$ cat src/rtl/btb_update_scheduler_if.sv
// Bundle of the lookup, update-requester and BTB-side signals of the
// BTB update scheduler.
// Valid/ready rule for the lookup and both update channels: a transfer
// happens on a rising clk edge with clk_en high where valid and ready are
// both high; ready may depend on valid, valid must not depend on ready.
interface btb_update_scheduler_if #(
    parameter int DATABITWIDTH           = 16,
    parameter int PREDICTORINDEXBITWIDTH = 6
);
    logic                              LookupValid;
    logic [PREDICTORINDEXBITWIDTH-1:0] LookupAddress;
    logic                              LookupReady;

    logic                              Upd0Valid;
    logic                              Upd0Ready;
    logic [PREDICTORINDEXBITWIDTH-1:0] Upd0Address;
    logic [DATABITWIDTH-1:0]           Upd0Destination;
    logic                              Upd0Taken;

    logic                              Upd1Valid;
    logic                              Upd1Ready;
    logic [PREDICTORINDEXBITWIDTH-1:0] Upd1Address;
    logic [DATABITWIDTH-1:0]           Upd1Destination;
    logic                              Upd1Taken;

    logic [PREDICTORINDEXBITWIDTH-1:0] BtbAddress;
    logic                              BtbClear;
    logic                              BtbUpdateEnable;
    logic                              BtbPredictingRegisterBranch;
    logic [DATABITWIDTH-1:0]           BtbActualDestination;
    logic                              BtbBranchTaken;

    // Requester / fetch / BTB side (the environment around the scheduler).
    modport master (
        output LookupValid, LookupAddress,
        output Upd0Valid, Upd0Address, Upd0Destination, Upd0Taken,
        output Upd1Valid, Upd1Address, Upd1Destination, Upd1Taken,
        input  LookupReady, Upd0Ready, Upd1Ready,
        input  BtbAddress, BtbClear, BtbUpdateEnable, BtbPredictingRegisterBranch,
        input  BtbActualDestination, BtbBranchTaken
    );

    // Scheduler side.
    modport slave (
        input  LookupValid, LookupAddress,
        input  Upd0Valid, Upd0Address, Upd0Destination, Upd0Taken,
        input  Upd1Valid, Upd1Address, Upd1Destination, Upd1Taken,
        output LookupReady, Upd0Ready, Upd1Ready,
        output BtbAddress, BtbClear, BtbUpdateEnable, BtbPredictingRegisterBranch,
        output BtbActualDestination, BtbBranchTaken
    );
endinterface

$ cat src/rtl/btb_update_scheduler.sv
// Sequences the single BTB address port between the fetch lookup, a
// post-reset/flush clear sweep and a small FIFO of resolved-branch updates
// fed round-robin by two resolvers. Lookup wins the port unless the FIFO is
// full or the head update has been starved for STARVELIMIT lookup cycles.
// The two-state FSM is visible outside as ClearBusy (high exactly in CLEAR).
module btb_update_scheduler #(
    parameter int DATABITWIDTH           = 16,
    parameter int PREDICTORDEPTH         = 64,
    parameter int PREDICTORINDEXBITWIDTH = $clog2(PREDICTORDEPTH),
    parameter int UPDATEFIFODEPTH        = 4,
    parameter int STARVELIMIT            = 8
) (
    input  logic                      clk,
    input  logic                      async_rst_n,
    input  logic                      clk_en,
    input  logic                      FlushRequest,
    output logic                      ClearBusy,
    btb_update_scheduler_if.slave     bus
);
    localparam int IW = PREDICTORINDEXBITWIDTH;
    localparam int DW = DATABITWIDTH;
    localparam int PW = $clog2(UPDATEFIFODEPTH);
    localparam int SW = $clog2(STARVELIMIT + 1);
    localparam logic [IW-1:0] LAST_INDEX = IW'(PREDICTORDEPTH - 1);
    localparam logic [SW-1:0] STARVE_MAX = SW'(STARVELIMIT);

    typedef enum logic {ST_CLEAR = 1'b0, ST_RUN = 1'b1} state_t;

    state_t        r_state;
    state_t        w_next_state;
    logic [IW-1:0] r_sweep_count;
    logic [IW-1:0] r_fifo_addr  [UPDATEFIFODEPTH];
    logic [DW-1:0] r_fifo_dest  [UPDATEFIFODEPTH];
    logic          r_fifo_taken [UPDATEFIFODEPTH];
    logic [PW:0]   r_wr_ptr;
    logic [PW:0]   r_rd_ptr;
    logic          r_rr_ptr;
    logic [SW-1:0] r_starve_count;

    logic w_run, w_flush, w_empty, w_full, w_force;
    logic w_grant0, w_grant1, w_enq_ok, w_push;
    logic w_lookup_win, w_drain, w_pop;
    logic [PW-1:0] w_head;
    logic [PW-1:0] w_tail;

    assign w_run   = (r_state == ST_RUN);
    assign w_flush = FlushRequest & clk_en;
    assign w_head  = r_rd_ptr[PW-1:0];
    assign w_tail  = r_wr_ptr[PW-1:0];
    assign w_empty = (r_wr_ptr == r_rd_ptr);
    assign w_full  = (r_wr_ptr[PW] != r_rd_ptr[PW]) && (w_tail == w_head);
    assign w_force = w_full | (r_starve_count >= STARVE_MAX);

    // Round-robin pick only matters when both resolvers request together.
    assign w_grant0 = bus.Upd0Valid & (~bus.Upd1Valid | ~r_rr_ptr);
    assign w_grant1 = bus.Upd1Valid & (~bus.Upd0Valid |  r_rr_ptr);
    // Fullness is judged before any same-cycle pop: no enqueue when full.
    assign w_enq_ok      = w_run & ~w_full & ~FlushRequest;
    assign bus.Upd0Ready = w_enq_ok & w_grant0;
    assign bus.Upd1Ready = w_enq_ok & w_grant1;
    assign w_push        = (bus.Upd0Ready | bus.Upd1Ready) & clk_en;

    assign w_lookup_win    = w_run & ~w_empty & bus.LookupValid & ~w_force;
    assign w_drain         = w_run & ~w_empty & ~(bus.LookupValid & ~w_force) & ~FlushRequest;
    assign w_pop           = w_drain & clk_en;
    assign bus.LookupReady = w_run & bus.LookupValid & (w_empty | ~w_force);
    assign bus.BtbPredictingRegisterBranch = bus.BtbUpdateEnable;

    // Port mux: sweep address in CLEAR, FIFO head on a drain, lookup otherwise.
    always_comb begin
        ClearBusy                = 1'b0;
        bus.BtbClear             = 1'b0;
        bus.BtbAddress           = bus.LookupAddress;
        bus.BtbUpdateEnable      = 1'b0;
        bus.BtbActualDestination = '0;
        bus.BtbBranchTaken       = 1'b0;
        if (!w_run) begin
            ClearBusy      = 1'b1;
            bus.BtbClear   = 1'b1;
            bus.BtbAddress = r_sweep_count;
        end else if (w_drain) begin
            bus.BtbUpdateEnable      = 1'b1;
            bus.BtbAddress           = r_fifo_addr[w_head];
            bus.BtbActualDestination = r_fifo_dest[w_head];
            bus.BtbBranchTaken       = r_fifo_taken[w_head];
        end
    end

    // Next state: flush always restarts the sweep; sweep ends on the last index.
    always_comb begin
        w_next_state = r_state;
        if (clk_en) begin
            if (FlushRequest) begin
                w_next_state = ST_CLEAR;
            end else if ((r_state == ST_CLEAR) && (r_sweep_count == LAST_INDEX)) begin
                w_next_state = ST_RUN;
            end
        end
    end

    // State register.
    always_ff @(posedge clk or negedge async_rst_n) begin
        if (!async_rst_n) r_state <= ST_CLEAR;
        else              r_state <= w_next_state;
    end

    // Sweep counter; wraps back to 0 as the sweep completes (power-of-2 depth).
    always_ff @(posedge clk or negedge async_rst_n) begin
        if (!async_rst_n) begin
            r_sweep_count <= '0;
        end else if (clk_en) begin
            if (FlushRequest)                r_sweep_count <= '0;
            else if (r_state == ST_CLEAR)    r_sweep_count <= r_sweep_count + IW'(1);
        end
    end

    // FIFO pointers, round-robin pointer and starvation counter.
    always_ff @(posedge clk or negedge async_rst_n) begin
        if (!async_rst_n) begin
            r_wr_ptr       <= '0;
            r_rd_ptr       <= '0;
            r_rr_ptr       <= 1'b0;
            r_starve_count <= '0;
        end else if (w_flush) begin
            r_wr_ptr       <= '0;
            r_rd_ptr       <= '0;
            r_starve_count <= '0;
        end else begin
            if (w_push) begin
                r_wr_ptr <= r_wr_ptr + (PW+1)'(1);
                r_rr_ptr <= bus.Upd0Ready;
            end
            if (w_pop) begin
                r_rd_ptr       <= r_rd_ptr + (PW+1)'(1);
                r_starve_count <= '0;
            end else if (clk_en && w_lookup_win && (r_starve_count < STARVE_MAX)) begin
                r_starve_count <= r_starve_count + SW'(1);
            end
        end
    end

    // FIFO storage; contents need no reset since the pointers gate them.
    always_ff @(posedge clk) begin
        if (w_push) begin
            r_fifo_addr[w_tail]  <= bus.Upd0Ready ? bus.Upd0Address     : bus.Upd1Address;
            r_fifo_dest[w_tail]  <= bus.Upd0Ready ? bus.Upd0Destination : bus.Upd1Destination;
            r_fifo_taken[w_tail] <= bus.Upd0Ready ? bus.Upd0Taken       : bus.Upd1Taken;
        end
    end
endmodule
$ cat src/flat_wrapper.sv
// flat-port wrapper written by rule: the top's interface ports become plain ports
module btb_update_scheduler_flat 
#(
    parameter int DATABITWIDTH           = 16,
    parameter int PREDICTORDEPTH         = 64,
    parameter int PREDICTORINDEXBITWIDTH = $clog2(PREDICTORDEPTH),
    parameter int UPDATEFIFODEPTH        = 4,
    parameter int STARVELIMIT            = 8
)
  (clk, async_rst_n, clk_en, FlushRequest, ClearBusy, bus_LookupValid, bus_LookupAddress, bus_Upd0Valid, bus_Upd0Address, bus_Upd0Destination, bus_Upd0Taken, bus_Upd1Valid, bus_Upd1Address, bus_Upd1Destination, bus_Upd1Taken, bus_LookupReady, bus_Upd0Ready, bus_Upd1Ready, bus_BtbAddress, bus_BtbClear, bus_BtbUpdateEnable, bus_BtbPredictingRegisterBranch, bus_BtbActualDestination, bus_BtbBranchTaken);
  btb_update_scheduler_if #(.DATABITWIDTH(DATABITWIDTH), .PREDICTORINDEXBITWIDTH(PREDICTORINDEXBITWIDTH)) bus_i ();
  input  logic clk;
  input  logic async_rst_n;
  input  logic clk_en;
  input  logic FlushRequest;
  output logic ClearBusy;
  input wire logic [$bits(bus_i.LookupValid)-1:0] bus_LookupValid;
  input wire logic [$bits(bus_i.LookupAddress)-1:0] bus_LookupAddress;
  input wire logic [$bits(bus_i.Upd0Valid)-1:0] bus_Upd0Valid;
  input wire logic [$bits(bus_i.Upd0Address)-1:0] bus_Upd0Address;
  input wire logic [$bits(bus_i.Upd0Destination)-1:0] bus_Upd0Destination;
  input wire logic [$bits(bus_i.Upd0Taken)-1:0] bus_Upd0Taken;
  input wire logic [$bits(bus_i.Upd1Valid)-1:0] bus_Upd1Valid;
  input wire logic [$bits(bus_i.Upd1Address)-1:0] bus_Upd1Address;
  input wire logic [$bits(bus_i.Upd1Destination)-1:0] bus_Upd1Destination;
  input wire logic [$bits(bus_i.Upd1Taken)-1:0] bus_Upd1Taken;
  output wire logic [$bits(bus_i.LookupReady)-1:0] bus_LookupReady;
  output wire logic [$bits(bus_i.Upd0Ready)-1:0] bus_Upd0Ready;
  output wire logic [$bits(bus_i.Upd1Ready)-1:0] bus_Upd1Ready;
  output wire logic [$bits(bus_i.BtbAddress)-1:0] bus_BtbAddress;
  output wire logic [$bits(bus_i.BtbClear)-1:0] bus_BtbClear;
  output wire logic [$bits(bus_i.BtbUpdateEnable)-1:0] bus_BtbUpdateEnable;
  output wire logic [$bits(bus_i.BtbPredictingRegisterBranch)-1:0] bus_BtbPredictingRegisterBranch;
  output wire logic [$bits(bus_i.BtbActualDestination)-1:0] bus_BtbActualDestination;
  output wire logic [$bits(bus_i.BtbBranchTaken)-1:0] bus_BtbBranchTaken;
  assign bus_i.LookupValid = bus_LookupValid;
  assign bus_i.LookupAddress = bus_LookupAddress;
  assign bus_i.Upd0Valid = bus_Upd0Valid;
  assign bus_i.Upd0Address = bus_Upd0Address;
  assign bus_i.Upd0Destination = bus_Upd0Destination;
  assign bus_i.Upd0Taken = bus_Upd0Taken;
  assign bus_i.Upd1Valid = bus_Upd1Valid;
  assign bus_i.Upd1Address = bus_Upd1Address;
  assign bus_i.Upd1Destination = bus_Upd1Destination;
  assign bus_i.Upd1Taken = bus_Upd1Taken;
  assign bus_LookupReady = bus_i.LookupReady;
  assign bus_Upd0Ready = bus_i.Upd0Ready;
  assign bus_Upd1Ready = bus_i.Upd1Ready;
  assign bus_BtbAddress = bus_i.BtbAddress;
  assign bus_BtbClear = bus_i.BtbClear;
  assign bus_BtbUpdateEnable = bus_i.BtbUpdateEnable;
  assign bus_BtbPredictingRegisterBranch = bus_i.BtbPredictingRegisterBranch;
  assign bus_BtbActualDestination = bus_i.BtbActualDestination;
  assign bus_BtbBranchTaken = bus_i.BtbBranchTaken;
  btb_update_scheduler #(.DATABITWIDTH(DATABITWIDTH), .PREDICTORDEPTH(PREDICTORDEPTH), .PREDICTORINDEXBITWIDTH(PREDICTORINDEXBITWIDTH), .UPDATEFIFODEPTH(UPDATEFIFODEPTH), .STARVELIMIT(STARVELIMIT)) u_core (.clk(clk), .async_rst_n(async_rst_n), .clk_en(clk_en), .FlushRequest(FlushRequest), .ClearBusy(ClearBusy), .bus(bus_i));
endmodule
$ cat config.mk
export PLATFORM = sky130hd
export DESIGN_NAME = btb_update_scheduler_flat
export DESIGN_NICKNAME = d
export VERILOG_FILES = /design/src/rtl/btb_update_scheduler_if.sv /design/src/rtl/btb_update_scheduler.sv /design/src/flat_wrapper.sv
export SDC_FILE = /design/constraint.sdc
export NUM_CORES = 1
export LEC_CHECK = 0
export CAP_MARGIN = 0
export CORE_AREA = 2 2 122 124
export CTS_BUF_LIST = sky130_fd_sc_hd__clkbuf_8
export CTS_CLUSTER_DIAMETER = 50
export CTS_CLUSTER_SIZE = 10
export DETAILED_ROUTE_END_ITERATION = 8
export DIE_AREA = 0 0 124 126
export PLACE_DENSITY_LB_ADDON = 0.05
export SLEW_MARGIN = 20
export SYNTH_ARGS = -nofsm -noshare
export SYNTH_HDL_FRONTEND = slang
export SYNTH_SLANG_ARGS = --single-unit
$ cat constraint.sdc
create_clock -name clk -period 2.4 [get_ports clk]
set_clock_uncertainty 0.2 [all_clocks]
set_input_delay 0.24 -clock clk [delete_from_list [all_inputs] [get_ports clk]]
set_output_delay 0.24 -clock clk [all_outputs]
set_load 0.05 [all_outputs]
# Yosys cells after proc, flatten, opt, wreduce, memory -nomap -nowiden
# Memories as Yosys holds them, arrays and structs flattened.
# Index checks and enable logic that the tools add are counted.
[op_classes]
addsub = 4
order_cmp = 2
eq_ne = 5
n_mux = 25
n_bitwise = 32
n_reduce_logical = 11
[op_table]
columns = ["cell", "count"]
rows = [
  ["two-way mux 16 bit", 3],
  ["two-way mux 6 bit", 5],
  ["AND 1 bit", 17],
  ["two-way mux 3 bit", 4],
  ["two-way mux 4 bit", 3],
  ["two-way mux 1 bit", 10],
  ["inverter 1 bit", 10],
  ["adder 3 x 1 -> 3 bit (second input constant)", 2],
  ["adder 6 x 1 -> 6 bit (second input constant)", 1],
  ["equality test 6 bit (second input constant)", 1],
  ["AND reduction 2 bit", 3],
  ["nonzero test 2 bit", 3],
  ["bitwise OR 1 bit", 5],
  ["adder 4 x 1 -> 4 bit (second input constant)", 1],
  [">= comparator 4 bit (second input constant)", 1],
  ["logical AND 1 bit", 4],
  ["< comparator 4 bit (second input constant)", 1],
  ["equality test 3 bit", 1],
  ["nonzero test 3 bit", 1],
  ["equality test 2 bit", 1],
  ["inequality test 2 bit (second input constant)", 1],
  ["inequality test 1 bit", 1],
]
[totals]
regBits = 18
ram_bits = 92
in_bits = 59
output_inout_bits = 30
memories = 3
[memory_table]
columns = ["name", "depth", "word_bits", "rd", "rd_clocked_by_memory_dff", "write_ports", "line_no", "text"]
rows = [
  ["u_core.r_fifo_dest", 4, 16, 1, 0, 1, "btb_update_scheduler.sv:33", "logic [DW-1:0] r_fifo_dest [UPDATEFIFODEPTH];"],
  ["u_core.r_fifo_addr", 4, 6, 1, 0, 1, "btb_update_scheduler.sv:32", "logic [IW-1:0] r_fifo_addr [UPDATEFIFODEPTH];"],
  ["u_core.r_fifo_taken", 4, 1, 1, 0, 1, "btb_update_scheduler.sv:34", "logic r_fifo_taken [UPDATEFIFODEPTH];"],
]

# Longest topological paths before layout
[logic_depth]
depth_word = 11
ltp_mapped = 8
depth_no_buf = 5

# Worst setup path before layout
# OpenSTA, ideal clock, no wires.
[synth_path]
path_type = "register -> output"
start = "register u_core.r_rd_ptr[0]"
end = "output port bus_LookupReady"
t_arrival_ns = 2.227
required_time_ns = 1.960
setup_slack_ns = -0.267
path_stages_with_launch = 5
path_cell_list = "dfrtp_1 buf_4 xnor2_4 a21boi_0 a311oi_1"
[synth_between]
elab_chain_cells = 6
[synth_rtl]
columns = ["item", "line_no", "text"]
rows = [
  ["start: declaration", "btb_update_scheduler.sv:36", "logic [PW:0] r_rd_ptr;"],
  ["start signal: assignment", "btb_update_scheduler.sv:134", "r_rd_ptr <= r_rd_ptr + (PW+1)'(1);"],
  ["equality test 2 bit", "btb_update_scheduler.sv:51", "assign w_full = (r_wr_ptr[PW] != r_rd_ptr[PW]) && (w_tail == w_head);"],
  ["logical AND 1 bit", "btb_update_scheduler.sv:51", ""],
  ["bitwise OR 1 bit", "btb_update_scheduler.sv:52", "assign w_force = w_full | (r_starve_count >= STARVE_MAX);"],
  ["inverter 1 bit", "btb_update_scheduler.sv:66", "assign bus.LookupReady = w_run & bus.LookupValid & (w_empty | ~w_force);"],
  ["bitwise OR 1 bit (*)", "btb_update_scheduler.sv:66", ""],
  ["AND 1 bit (*)", "btb_update_scheduler.sv:66", ""],
  ["end: declaration", "flat_wrapper.sv:27", "output wire logic [$bits(bus_i.LookupReady)-1:0] bus_LookupReady;"],
]
# Every way passes the cells marked *; elsewhere a longest branch is shown, timed or not.

# Worst setup path in the final report
[layout_path]
start = "register u_core.r_rd_ptr[0]"
end = "output port bus_BtbAddress[4]"
[layout_between]
elab_chain_cells = 10
[layout_rtl]
columns = ["item", "line_no", "text"]
rows = [
  ["equality test 2 bit", "btb_update_scheduler.sv:51", ""],
  ["logical AND 1 bit", "btb_update_scheduler.sv:51", ""],
  ["bitwise OR 1 bit", "btb_update_scheduler.sv:52", ""],
  ["inverter 1 bit", "btb_update_scheduler.sv:64", "assign w_drain = w_run & ~w_empty & ~(bus.LookupValid & ~w_force) & ~FlushRequest;"],
  ["AND 1 bit", "btb_update_scheduler.sv:64", ""],
  ["inverter 1 bit", "btb_update_scheduler.sv:64", ""],
  ["AND 1 bit (2 in series)", "btb_update_scheduler.sv:64", ""],
  ["two-way mux 6 bit (*)", "btb_update_scheduler.sv:81", "end else if (w_drain) begin"],
  ["two-way mux 6 bit (*)", "btb_update_scheduler.sv:77", "if (!w_run) begin"],
  ["end: declaration", "flat_wrapper.sv:30", "output wire logic [$bits(bus_i.BtbAddress)-1:0] bus_BtbAddress;"],
]
# Marked as above.

==> results.ini <==
[cells_and_area]
finalNonFillerCells=640
drive_above_1_share=0.4123
n_fill_cell=1216
num_antenna_cells=0
postLayoutCellArea_um2=7363
nets=518
syn_to_final_growth_pct=42.08

[placed_design]
dp_hpwl_um=7731
numPortBuffers=88
pre_cts_ws_ps=41.20
routabilityCongestion=0.7303
dpl.cell_count=603
placed_cell_area_um2=6778

[hold_path]
hold_path.class=register to register
min_from=u_core.r_rr_ptr

[yosys]
syn_inst=319
synthXorXnorAreaFrac=0.01907
yosys.area_share.simple=0.07605
synth.mux.area_fraction=0.1678
synth_top_family_by_area=multiplexers
syn-num-nets=386
synth-compound-area-share=0.06132
syn-cell-area_um2=5182
synth_seq_cells=110
syn_area_per_cell_um2=16.25
seq_area_frac_synth=0.6200
ys_types=52
yosysWarnings=0
synthAdderAreaFrac=0.01931

[clock_tree]
cts_buffer_depth=2
cts_buffers=9
htreeDepth=3
clock_latency_ps=380
root_buffer=clkbuf_8
path_clk_slew_ps=110
clkSinkCount=110
cts_tree=done

[detailed_routing]
wl_met2_um=6061
wl_met1_um=4897
ant_nets=0
wl_met3_um=476
vias=3152
initialDrtViolationCount=117
wl_per_cell_um=18.04
vias_per_cell=4.925
remaining_drc_errors=0
dr.pass1.iters=4
dr.max_layer_used=met4
wl_um=11540

[power_and_ir_drop]
p_per_area_nw_per_um2=480.3
leakage_nw=2.629
irDropWorstVdd_uv=367.6

[setup_path]
crit_path_end_kind=output pin
cp.arrival_ps=2060
worst-path-max-fanout=8
critPathLaunchType=register
worstSetupStartpoint=u_core.r_rd_ptr[0]
critPathRequiredTime_ps=1960
crit_family=buffers and inverters
r2r_start=u_core.r_rd_ptr[0]
path_cells=xnor2_4, buf_12, a211oi_4, buf_4, o21ai_0, o221ai_2, buf_6
critPathMaxStageDelay_ps=510
crit_slowest_cell=dfrtp_2
critPathBufInv=3
path_class=register to output pin

[run]
drv_cap=0

[status]
violations=setup timing
outcome=finished with violations

[sta]
slew_headroom=0.6700
tns_ps=-2068
fmax_mhz=400.0
min_period_ps=2500
final-hold-violation-count=0
layout_setup_ws_ps=-100.3
setup_viol=26
fin_crit_sh=1.042
rsz0062_at_grt=true
tightest_slew_ps=493.5
slew_violations=0

[die]
fp.dieW_um=124
start_util=0.3621
io_pins=89
row_count=44
coreArea_um2=14310
dieArea_um2=15620
die_h_um=126

[grt]
grt_pass1_wl_um=18150
grt_antenna_before_repair=0
grt_pass1_vias=3370
track_usage=0.1581
grt-ovfl-total=0
grt_max_degree=26

-- cell usage after synthesis (all sizes together) --
master   n  share of area
nand4    3         0.0036
a41oi    1         0.0017
a211oi   2         0.0053
o21a     1         0.0014
nand3    2         0.0043
and2    22          0.027
o31ai    1         0.0014
and4     1         0.0017
dfrtp   18          0.087
o32ai    1         0.0017
o21ai   10         0.0097
a311o    1         0.0019
nor2b    2         0.0024
xnor2    6          0.017
o21bai   1         0.0014
a31oi    1         0.0041
and3     2         0.0024
ha       8          0.019
mux2i    1         0.0019
a311oi   2         0.0046
or2      1         0.0012
a211o    1         0.0017
a31o     1         0.0017
nor3     6         0.0058
inv     18          0.014
clkbuf   6         0.0043
nand4b   3         0.0051
o211ai   1         0.0014
nand2   18          0.013
mux2    24          0.066
nor2     5         0.0051
mux4    23           0.10
edfxtp  92           0.53
a21oi    7         0.0068
a21boi   1         0.0014
buf     11          0.019
nor4     1         0.0012
xor2     1         0.0017
o221ai   6          0.010
o22ai    4         0.0048
nand2b   3         0.0036
-- state kept, by name (all words and copies together) (netlist names) --
signal,flops
u_core.r_state,1
u_core.r_fifo_taken,4
u_core.r_sweep_count,6
u_core.r_wr_ptr,3
u_core.r_fifo_dest,64
u_core.r_fifo_addr,24
u_core.r_starve_count,4
u_core.r_rd_ptr,3
u_core.r_rr_ptr,1
-- stage by stage --
stage	power [mW]	hold WS [ps]	util
2_1_floorplan	2.309	-255.6	-
3_3_place_gp	2.471	318.3	0.4735
3_5_place_dp	2.477	328.4	0.4735
4_1_cts	3.574	337.8	0.5070
5_1_grt	3.688	341.4	0.5144
6_report	3.537	354.7	0.5144
-- metal layers --
metal  global-route usage  vias to the layer above
met5                    0                        -
li1                     -                     1489
met4              0.03437                        0
met2               0.2734                       73
met1               0.1989                     1584
met3              0.04121                        6
-- layout make-up --
cell class,count,area [um2],area share
multi-input cells,174,1918,0.2605
clock inverters,7,67.56,0.009176
clock buffers,9,123.9,0.01682
well taps,184,230.2,0.03127
flip-flops and latches,110,3218,0.4370
inverters,18,82.58,0.01121
repair buffers,138,1723,0.2340
-- what timing repair did --
action	CTS	global route
gates cloned	1	0
resized for setup	41	17
buffers inserted	12	7
endpoints found under the setup margin	27	120
pin swaps	8	11
hold buffers	1	0
endpoints found under the hold margin	18	0
-- cell usage in the layout (no fill, tap or decap), types with 4 or more instances in the layout --
| cell type | n |
|---|---|
| buf_12 | 36 |
| dfrtp_1 | 14 |
| nand2_1 | 18 |
| mux2_4 | 19 |
| buf_4 | 28 |
| o21ai_0 | 6 |
| xnor2_1 | 4 |
| buf_6 | 11 |
| dfrtp_2 | 4 |
| inv_1 | 16 |
| ha_1 | 8 |
| nor3_1 | 6 |
| o22ai_1 | 4 |
| o221ai_2 | 4 |
| clkbuf_8 | 9 |
| a21oi_1 | 7 |
| mux4_2 | 23 |
| mux2_2 | 5 |
| and2_4 | 21 |
| nor2_1 | 4 |
| clkdlybuf4s50_1 | 60 |
| edfxtp_1 | 92 |
-- worst paths after layout --
path                                            end  slack (ps)  cells after the start
setup / recovery                  bus_BtbAddress[4]        -100                      7
hold / removal                      u_core.r_rr_ptr         350                      1
setup reg to reg           u_core.r_fifo_dest[0][4]          50                      8
hold reg to reg                     u_core.r_rr_ptr         350                      1
max in group asynchronous        u_core.r_wr_ptr[1]        1250                      3
min in group asynchronous        u_core.r_rd_ptr[2]         520                      3
-- where the power goes --
| group | switching (mW) | internal (mW) |
|---|---|---|
| Sequential | 0.0216 | 2.09 |
| Clock | 0.673 | 0.400 |
| Combinational | 0.162 | 0.194 |
-- cell families (layout without fill, tap and decap cells) --
group	count (synthesis)	in the layout
compound gates	42	42
xor+xnor	7	7
fa+ha+maj	8	8
buf+inv	35	172
flops	110	110
mux	48	48
simple gates	69	69
(Power assumes the default switching activity.)
